## config.mk

```make
export PLATFORM = sky130hd
export DESIGN_NAME = mini_seq_ctrl
export DESIGN_NICKNAME = d
export VERILOG_FILES = /design/src/rtl/mini_seq_ctrl.sv
export SDC_FILE = /design/constraint.sdc
export NUM_CORES = 1
export LEC_CHECK = 0
export ABC_CLOCK_PERIOD_IN_PS = 4100
export CAP_MARGIN = 40
export CORE_AREA = 2 2 166 249
export CTS_CLUSTER_DIAMETER = 100
export DETAILED_ROUTE_END_ITERATION = 12
export DIE_AREA = 0 0 168 251
export GPL_ROUTABILITY_DRIVEN = 0
export PLACE_DENSITY = 0.81
export SKIP_LAST_GASP = 1
export SYNTH_ARGS = -nofsm -noshare
export SYNTH_HDL_FRONTEND = slang
export SYNTH_SLANG_ARGS = --single-unit
```

## constraint.sdc

```tcl
create_clock -name clk -period 4.1 [get_ports clk]
set_input_delay 0.41 -clock clk [delete_from_list [all_inputs] [get_ports clk]]
set_output_delay 0.41 -clock clk [all_outputs]
set_load 0.01 [all_outputs]
```

## src/rtl/mini_seq_ctrl.sv

```systemverilog
// mini_seq_ctrl: fetch/execute micro-sequencer driving the datapath_mini control inputs.
// Optional single-step ports are enabled by defining MINI_SEQ_STEP_EN.
package alu_pkg;
    typedef enum logic [2:0] {
        ALU_ADD = 3'd0,
        ALU_SUB = 3'd1,
        ALU_XOR = 3'd2,
        ALU_OR  = 3'd3,
        ALU_AND = 3'd4
    } alu_op_t;
endpackage

module mini_seq_ctrl
    import alu_pkg::*;
#(
    parameter int IMEM_DEPTH = 16,
    parameter int AW         = $clog2(IMEM_DEPTH)
) (
    input  logic          clk,
    input  logic          rst_n,
    input  logic          prog_we,
    input  logic [AW-1:0] prog_addr,
    input  logic [31:0]   prog_wdata,
    input  logic [AW:0]   prog_len,
    input  logic          start,
`ifdef MINI_SEQ_STEP_EN
    input  logic          step_mode,
    input  logic          step,
`endif
    output logic          busy,
    output logic          done,
    output logic          err,
    output logic [AW-1:0] pc,
    output logic [4:0]    rs1,
    output logic [4:0]    rs2,
    output logic [4:0]    ws,
    output logic          reg_write,
    output alu_op_t       alu_op
);

    localparam logic [1:0] S_IDLE  = 2'd0;
    localparam logic [1:0] S_FETCH = 2'd1;
    localparam logic [1:0] S_EXEC  = 2'd2;
    localparam logic [1:0] S_DONE  = 2'd3;

    localparam logic [AW:0] DEPTH_L = (AW+1)'(IMEM_DEPTH);
    localparam logic [AW:0] ONE_L   = (AW+1)'(1);

    logic [31:0]   imem [IMEM_DEPTH];

    logic [1:0]    state_q, state_d;
    logic [AW-1:0] pc_q, pc_d;
    logic [AW:0]   len_q, len_d;
    logic [31:0]   instr_q, instr_d;
    logic [4:0]    rs1_q, rs1_d;
    logic [4:0]    rs2_q, rs2_d;
    logic [4:0]    ws_q, ws_d;
    logic          reg_write_q, reg_write_d;
    alu_op_t       alu_op_q, alu_op_d;
    logic          busy_q, busy_d;
    logic          done_q, done_d;
    logic          err_q, err_d;
    logic          step_go;
    logic [31:0]   fetch_word;

    function automatic logic dec_ok(input logic [31:0] w);
        logic ok;
        ok = 1'b0;
        if (w[6:0] == 7'b0110011) begin
            case ({w[31:25], w[14:12]})
                {7'b0000000, 3'b000}: ok = 1'b1;
                {7'b0100000, 3'b000}: ok = 1'b1;
                {7'b0000000, 3'b100}: ok = 1'b1;
                {7'b0000000, 3'b110}: ok = 1'b1;
                {7'b0000000, 3'b111}: ok = 1'b1;
                default:              ok = 1'b0;
            endcase
        end
        return ok;
    endfunction

    function automatic alu_op_t dec_op(input logic [31:0] w);
        alu_op_t op;
        op = ALU_ADD;
        case ({w[31:25], w[14:12]})
            {7'b0100000, 3'b000}: op = ALU_SUB;
            {7'b0000000, 3'b100}: op = ALU_XOR;
            {7'b0000000, 3'b110}: op = ALU_OR;
            {7'b0000000, 3'b111}: op = ALU_AND;
            default:              op = ALU_ADD;
        endcase
        return op;
    endfunction

`ifdef MINI_SEQ_STEP_EN
    assign step_go = !step_mode || step;
`else
    assign step_go = 1'b1;
`endif

    assign fetch_word = imem[pc_q];

    // Program buffer is only writable while idle; it has no reset.
    always_ff @(posedge clk) begin
        if (prog_we && (state_q == S_IDLE)) begin
            imem[prog_addr] <= prog_wdata;
        end
    end

    // Decoded controls are registered on the FETCH->EXEC edge so that
    // reg_write is high throughout EXEC and commits on the edge ending it.
    always_comb begin
        state_d     = state_q;
        pc_d        = pc_q;
        len_d       = len_q;
        instr_d     = instr_q;
        rs1_d       = rs1_q;
        rs2_d       = rs2_q;
        ws_d        = ws_q;
        alu_op_d    = alu_op_q;
        reg_write_d = 1'b0;
        err_d       = err_q;
        case (state_q)
            S_IDLE: begin
                if (start) begin
                    err_d = 1'b0;
                    if (prog_len == '0) begin
                        state_d = S_DONE;
                    end else begin
                        state_d = S_FETCH;
                        pc_d    = '0;
                        len_d   = (prog_len > DEPTH_L) ? DEPTH_L : prog_len;
                    end
                end
            end
            S_FETCH: begin
                if (step_go) begin
                    instr_d = fetch_word;
                    rs1_d   = fetch_word[19:15];
                    rs2_d   = fetch_word[24:20];
                    ws_d    = fetch_word[11:7];
                    state_d = S_EXEC;
                    if (dec_ok(fetch_word)) begin
                        alu_op_d    = dec_op(fetch_word);
                        reg_write_d = (fetch_word[11:7] != 5'd0);
                    end
                end
            end
            S_EXEC: begin
                if (!dec_ok(instr_q)) begin
                    err_d   = 1'b1;
                    state_d = S_DONE;
                end else if ({1'b0, pc_q} == (len_q - ONE_L)) begin
                    state_d = S_DONE;
                end else begin
                    pc_d    = pc_q + 1'b1;
                    state_d = S_FETCH;
                end
            end
            default: begin
                state_d = S_IDLE;
            end
        endcase
        done_d = (state_d == S_DONE);
        busy_d = (state_d != S_IDLE);
    end

    always_ff @(posedge clk or negedge rst_n) begin
        if (!rst_n) begin
            state_q     <= S_IDLE;
            pc_q        <= '0;
            len_q       <= '0;
            instr_q     <= '0;
            rs1_q       <= '0;
            rs2_q       <= '0;
            ws_q        <= '0;
            alu_op_q    <= ALU_ADD;
            reg_write_q <= 1'b0;
            busy_q      <= 1'b0;
            done_q      <= 1'b0;
            err_q       <= 1'b0;
        end else begin
            state_q     <= state_d;
            pc_q        <= pc_d;
            len_q       <= len_d;
            instr_q     <= instr_d;
            rs1_q       <= rs1_d;
            rs2_q       <= rs2_d;
            ws_q        <= ws_d;
            alu_op_q    <= alu_op_d;
            reg_write_q <= reg_write_d;
            busy_q      <= busy_d;
            done_q      <= done_d;
            err_q       <= err_d;
        end
    end

    assign busy      = busy_q;
    assign done      = done_q;
    assign err       = err_q;
    assign pc        = pc_q;
    assign rs1       = rs1_q;
    assign rs2       = rs2_q;
    assign ws        = ws_q;
    assign reg_write = reg_write_q;
    assign alu_op    = alu_op_q;

endmodule

```

==> flow_summary.ini, run 1 <==
[run_status]
status = finished, final reports clean

[sta]
rsz0062_at_grt = no
finalWorstSetupSlack_ns = 0.424
post-route-period-util_pct = 89.7
period_needed_ns = 3.68
max_freq_mhz = 272
relSlewSlack_pct = 39.2
hold_viol = 0
setup_violations = 0
drv_slew = 0
fin_tns_setup_ns = 0
worstMarginPinSlew_ns = 0.905
finalClockSkew_ns = 0.0128

[die]
io-pin-count = 71
start_util_pct = 54.3
die_h_um = 251
rows = 90
die-area_um2 = 42200
fp.dieW_um = 168
coreArea_um2 = 40000

[cts]
cts_resized = 0
cts_tree = done
post-cts-setup-buffer-count = 0
htreeDepth = 2
cts_max_path_buffers = 3
cts.sinks = 562
root_buffer = clkbuf_16
hold_buffers = 1
clk-insertion-delay-late_ns = 0.56
path_clk_slew_ns = 0.07
cts_inserted_buffers = 47

[yosys]
synth_warnings = 0
synth_edf_count = 512
netlist_instances = 973
synth_area_leader_cell = edfxtp_1
synth_cell_types = 52
ys_top_cells_by_count = edfxtp_1, mux4_2, dfrtp_1
netlist_top_cells_area = edfxtp_1, mux4_2, dfrtp_1
synthesis.area_um2 = 21700
async_reset_ff_share_pct = 8.90
syn_nets = 1020
synth-seq-cells = 562
synth_area_per_cell_um2 = 22.3
synth_top_area_share_pct = 70.9
yosysSeqAreaShare_pct = 76.7
ys.flop_type = edfxtp_1
synth_most_common_cell = edfxtp_1

[worst_setup_path]
cpMostUsedCell = mux4_2
critPathLaunchType = flop
critPathArrivalTime_ns = 4.11
worstPathMaxFanout = 21
crit_path_cell_trace = buf_4 > mux4_2 > mux4_2 > nor2_1 > nand4_1 > or4_4 > mux2_1
crit_path_top_delay_cell = dfrtp_4
end_kind = flop
critical_path_class = flop to flop
cp_slowest_stage_delay_ns = 0.74
crit_family = multiplexers
crit_required_ns = 4.53
worst-path-buf-inv = 1

[final_layout]
finalInstanceArea_um2 = 24800
utilization_pct = 62.1
syn_to_final_growth_pct = 14.4
fin_nets = 1121
drive_gt1_share_pct = 26.5

[routing]
drc = 0
routed_wl_um = 49700
vias_per_cell = 6.48
vias = 10500
first_iter_violations = 1200
postRouteAntennaNets = 0
dr.pass1.iters = 5
wl_per_cell_um = 30.7

[grt]
groute.usage.overall_pct = 24.4
grt_pass1_vias = 11100
antenna_found_initial = 3
grt_max_degree = 47
grt_pass1_wl_um = 73900
grt_remaining_overflow = 0

[pwr]
ir_drop_v = 0.000324
cellLeakagePower_nw = 7.85
power_mw = 14.7
power-per-cell-area_nw_per_um2 = 591

[placed_design]
placed_cell_area_um2 = 23200
place_ws_ns = 0.491
io_buffers = 70
place_hpwl_um = 26500

[flow_run]
maxCapViolations = 0

[hold_path]
hold_class = primary input to asynchronous set/reset pin
-- metal layers --
layer	GRT usage [%]	wire, µm
met1	31.8	17300
met2	41.7	26300
met3	3.70	4390
met4	9.57	1650
met5	0	0
-- worst reg2reg max path: stages, from the launching register on --
cell and delay, ns:
dfrtp_4 0.74, buf_4 0.33, mux4_2 0.57, mux4_2 0.50
nor2_1 0.21, nand4_1 0.24, or4_4 0.62, mux2_1 0.33
-- worst paths after layout --
kind,depth (start not counted),slack (ns),startpoint,end
setup / recovery,7,0.42,pc[0]$_DFFE_PN0P_,alu_op[2]$_DFFE_PN0P_
hold / removal,2,0.33,rst_n,instr_q[23]$_DFFE_PN0P_
setup reg to reg,7,0.42,pc[0]$_DFFE_PN0P_,alu_op[2]$_DFFE_PN0P_
hold reg to reg,2,0.49,err$_DFFE_PN0P_,err$_DFFE_PN0P_
max in group asynchronous,4,2.86,rst_n,pc[1]$_DFFE_PN0P_
min in group clk,3,0.43,prog_len[3],len_q[3]$_DFFE_PN0P_
-- logic make-up (layout without fill, tap and decap cells) --
group                    Yosys count  count (layout)  share of synthesized area (%)
flip-flops                       562             562                           76.7
multiplexers                     180             180                           17.1
AND/OR/NAND/NOR                   97              97                           2.25
buffers and inverters             68             206                           1.81
AO/OA/AOI/OAI                     60              60                           1.94
XOR/XNOR                           4               4                          0.162
adder cells (fa/ha/maj)            2               2                          0.115
other                              0               2                              0
-- sequential cells by signal, summed over array words and instances, names as in the netlist, 2 cells and up --
register / flops
instr_q: 32
len_q: 5
pc: 4
state_q: 2
imem: 512
alu_op: 3
-- cell usage in the layout (no fill, tap or decap), drive strengths merged, types with 2 or more instances in the layout --
cell type,instances
edfxtp,512
mux4,145
clkdlybuf4s50,69
clkbuf,63
dfrtp,50
buf,44
nand2,29
mux2,27
nor2,23
o21ai,21
clkinv,13
a22o,12
nand2b,12
mux2i,8
a221oi,7
bufinv,7
inv,7
a22oi,6
nor3,6
nor2b,4
nand3,4
or4,4
xnor2,3
nand4,3
diode,2
a21oi,2
o31ai,2
nor4,2
nor4b,2
or2,2
ha,2
clkinvlp,2
-- report_power, final --
part           switching [mW]  total [mW]  internal, mW
Combinational            1.57        3.16          1.59
Clock                    1.96        4.66          2.71
Sequential              0.284        6.85          6.56
-- area by class of cell --
class                   instances  area [µm²]
diodes                          2        5.00
clock buffers                  63        1320
clock inverters                23         300
fillers                      2488       15200
inverters                       6        22.5
multi-input cells             343        4780
flip-flops and latches        562       16600
well taps                     506         633
repair buffers                114        1120
-- through the flow --
step / hold WS [ns] / cells
after floorplan: 0.114 / 973
after CTS: 0.322 / 1617
after detailed placement: 0.373 / 1530
after global placement: 0.456 / 1529
final: 0.331 / 1619
after global routing: 0.335 / 1619
Power figures use the tool's default switching activity.
==> run 2: changes to the inputs <==
Settings changed: CAP_MARGIN 40 to 20.
==> run 2 against run 1 <==
  * Sequential share of layout area shrank 0.064 points
  * Setup slack improved by 0.063 ns
  * Critical path depth did not move
  * Clock power increased by 3%
  * Highest routed layer unchanged
  * Cell area hardly changed
  * Worst hold slack got worse by 0.33 ns
  * Die area unchanged
  * Power grew 0.78%
  * Via count increased by 0.57%
  * Sequential power hardly changed
  * Clock skew increased by 0.0079 ns
==> flow_summary.ini, run 2 (synthesis gave the netlist of run 1 again) <==
[grt]
grt_pass1_wl_um = 73000
grt_max_degree = 47
grt_pass1_vias = 11200
groute.usage.overall_pct = 24.1
antenna_found_initial = 2
grt_remaining_overflow = 0

[die]
coreArea_um2 = 40000
fp.dieW_um = 168
start_util_pct = 54.3
rows = 90
die_h_um = 251
io-pin-count = 71
die-area_um2 = 42200

[cts]
path_clk_slew_ns = 0.07
root_buffer = clkbuf_16
cts_inserted_buffers = 48
cts_tree = done
cts_resized = 0
htreeDepth = 2
cts_max_path_buffers = 3
cts.sinks = 562
hold_buffers = 0
clk-insertion-delay-late_ns = 0.58
post-cts-setup-buffer-count = 0

[worst_setup_path]
cp_slowest_stage_delay_ns = 0.73
critPathLaunchType = flop
crit_required_ns = 4.55
end_kind = flop
crit_path_cell_trace = buf_4 > mux4_2 > mux4_2 > nor2_1 > nand4_1 > or4_4 > mux2_1
critical_path_class = flop to flop
crit_path_top_delay_cell = dfrtp_4
worstPathMaxFanout = 21
critPathArrivalTime_ns = 4.06
cpMostUsedCell = mux4_2
r2r_cells = 7

[final_layout]
instances_no_fill = 1621
layout_common_cells = edfxtp_1, mux4_2, clkdlybuf4s50_1, clkbuf_16, dfrtp_1
drive_gt1_share_pct = 26.9
largest_reg_flops = 512
largestRegisters = imem: 512 flops, instr_q: 32 flops, len_q: 5 flops
fin_nets = 1120
regMostFlops = imem
syn_to_final_growth_pct = 14.5
utilization_pct = 62.1
fillers = 2491
final_common_cell = edfxtp_1

[routing]
drc = 0
dr.pass1.iters = 5
routed_wl_um = 49100
vias_per_cell = 6.51
vias = 10600
first_iter_violations = 1182
postRouteAntennaNets = 0
wl_per_cell_um = 30.3

[sta]
max_freq_mhz = 277
fin_tns_setup_ns = 0
worstMarginPinSlew_ns = 1.00
finalClockSkew_ns = 0.0207
post-route-period-util_pct = 88.1
hold_viol = 0
setup_violations = 0
relSlewSlack_pct = 33.2
rsz0062_at_grt = no
drv_slew = 0
finalWorstSetupSlack_ns = 0.487
period_needed_ns = 3.61

[run_status]
status = finished, final reports clean

[flow_run]
maxCapViolations = 0

[pwr]
ir_drop_v = 0.000442
cellLeakagePower_nw = 7.86
power-per-cell-area_nw_per_um2 = 595

[placed_design]
place_hpwl_um = 26400
io_buffers = 70
place_inst = 1529
place_ws_ns = 0.498

[hold_path]
hold_class = primary input to asynchronous set/reset pin
[run 2: power breakdown]
| part | total (mW) | switching (mW) | internal [mW] | leakage [nW] |
|---|---|---|---|---|
| combinational | 3.15 | 1.57 | 1.59 | 1.83 |
| clock | 4.79 | 2.03 | 2.75 | 0.815 |
| sequential | 6.85 | 0.284 | 6.56 | 5.22 |
[run 2: final timing paths]
path                                   start                      end  slack [ns]
setup / recovery           pc[0]$_DFFE_PN0P_    alu_op[0]$_DFFE_PN0P_        0.49
hold / removal                         rst_n  instr_q[28]$_DFFE_PN0P_       0.003
setup reg to reg           pc[0]$_DFFE_PN0P_    alu_op[0]$_DFFE_PN0P_        0.49
hold reg to reg              err$_DFFE_PN0P_          err$_DFFE_PN0P_        0.49
max in group asynchronous              rst_n        pc[1]$_DFFE_PN0P_        3.16
min in group clk                 prog_len[3]     len_q[3]$_DFFE_PN0P_        0.42
[run 2: layer usage]
metal,vias to the layer above,routed length (µm),global-route usage (%),part of all wire (%)
met3,136,3970,4.08,8.1
met1,5512,18000,31.5,37
met4,0,2010,10.8,4.1
met5,-,0,0,0
li1,4277,-,-,-
met2,633,25200,40.2,51
[run 2: worst max-delay path, delay by kind of cell (launching register included)]
kind / cells / cell delay, ns
AND/OR/NAND/NOR: 3 / 1.08
multiplexers: 3 / 1.36
flip-flops: 1 / 0.73
buffers and inverters: 1 / 0.31
[run 2: stage by stage]
step	instance area [µm²]	power, mW	hold slack (ns)
after floorplan	21700	9.11	0.114
after global placement	23200	9.95	0.456
after detailed placement	23200	10.1	0.476
after CTS	24800	14.8	0.0204
after global routing	24800	15.2	0.0536
final	24800	14.8	0.00334
[run 2: final cells by class]
cell class / instances / area (µm²) / share of cell area, %
Tap cell: 506 / 633 / 2.55
Inverter: 6 / 22.5 / 0.0907
Sequential cell: 562 / 16600 / 67.0
Clock buffer: 67 / 1390 / 5.58
Antenna cell: 2 / 5.00 / 0.0202
Timing Repair Buffer: 112 / 1090 / 4.37
Clock inverter: 23 / 288 / 1.16
Multi-Input combinational cell: 343 / 4780 / 19.3
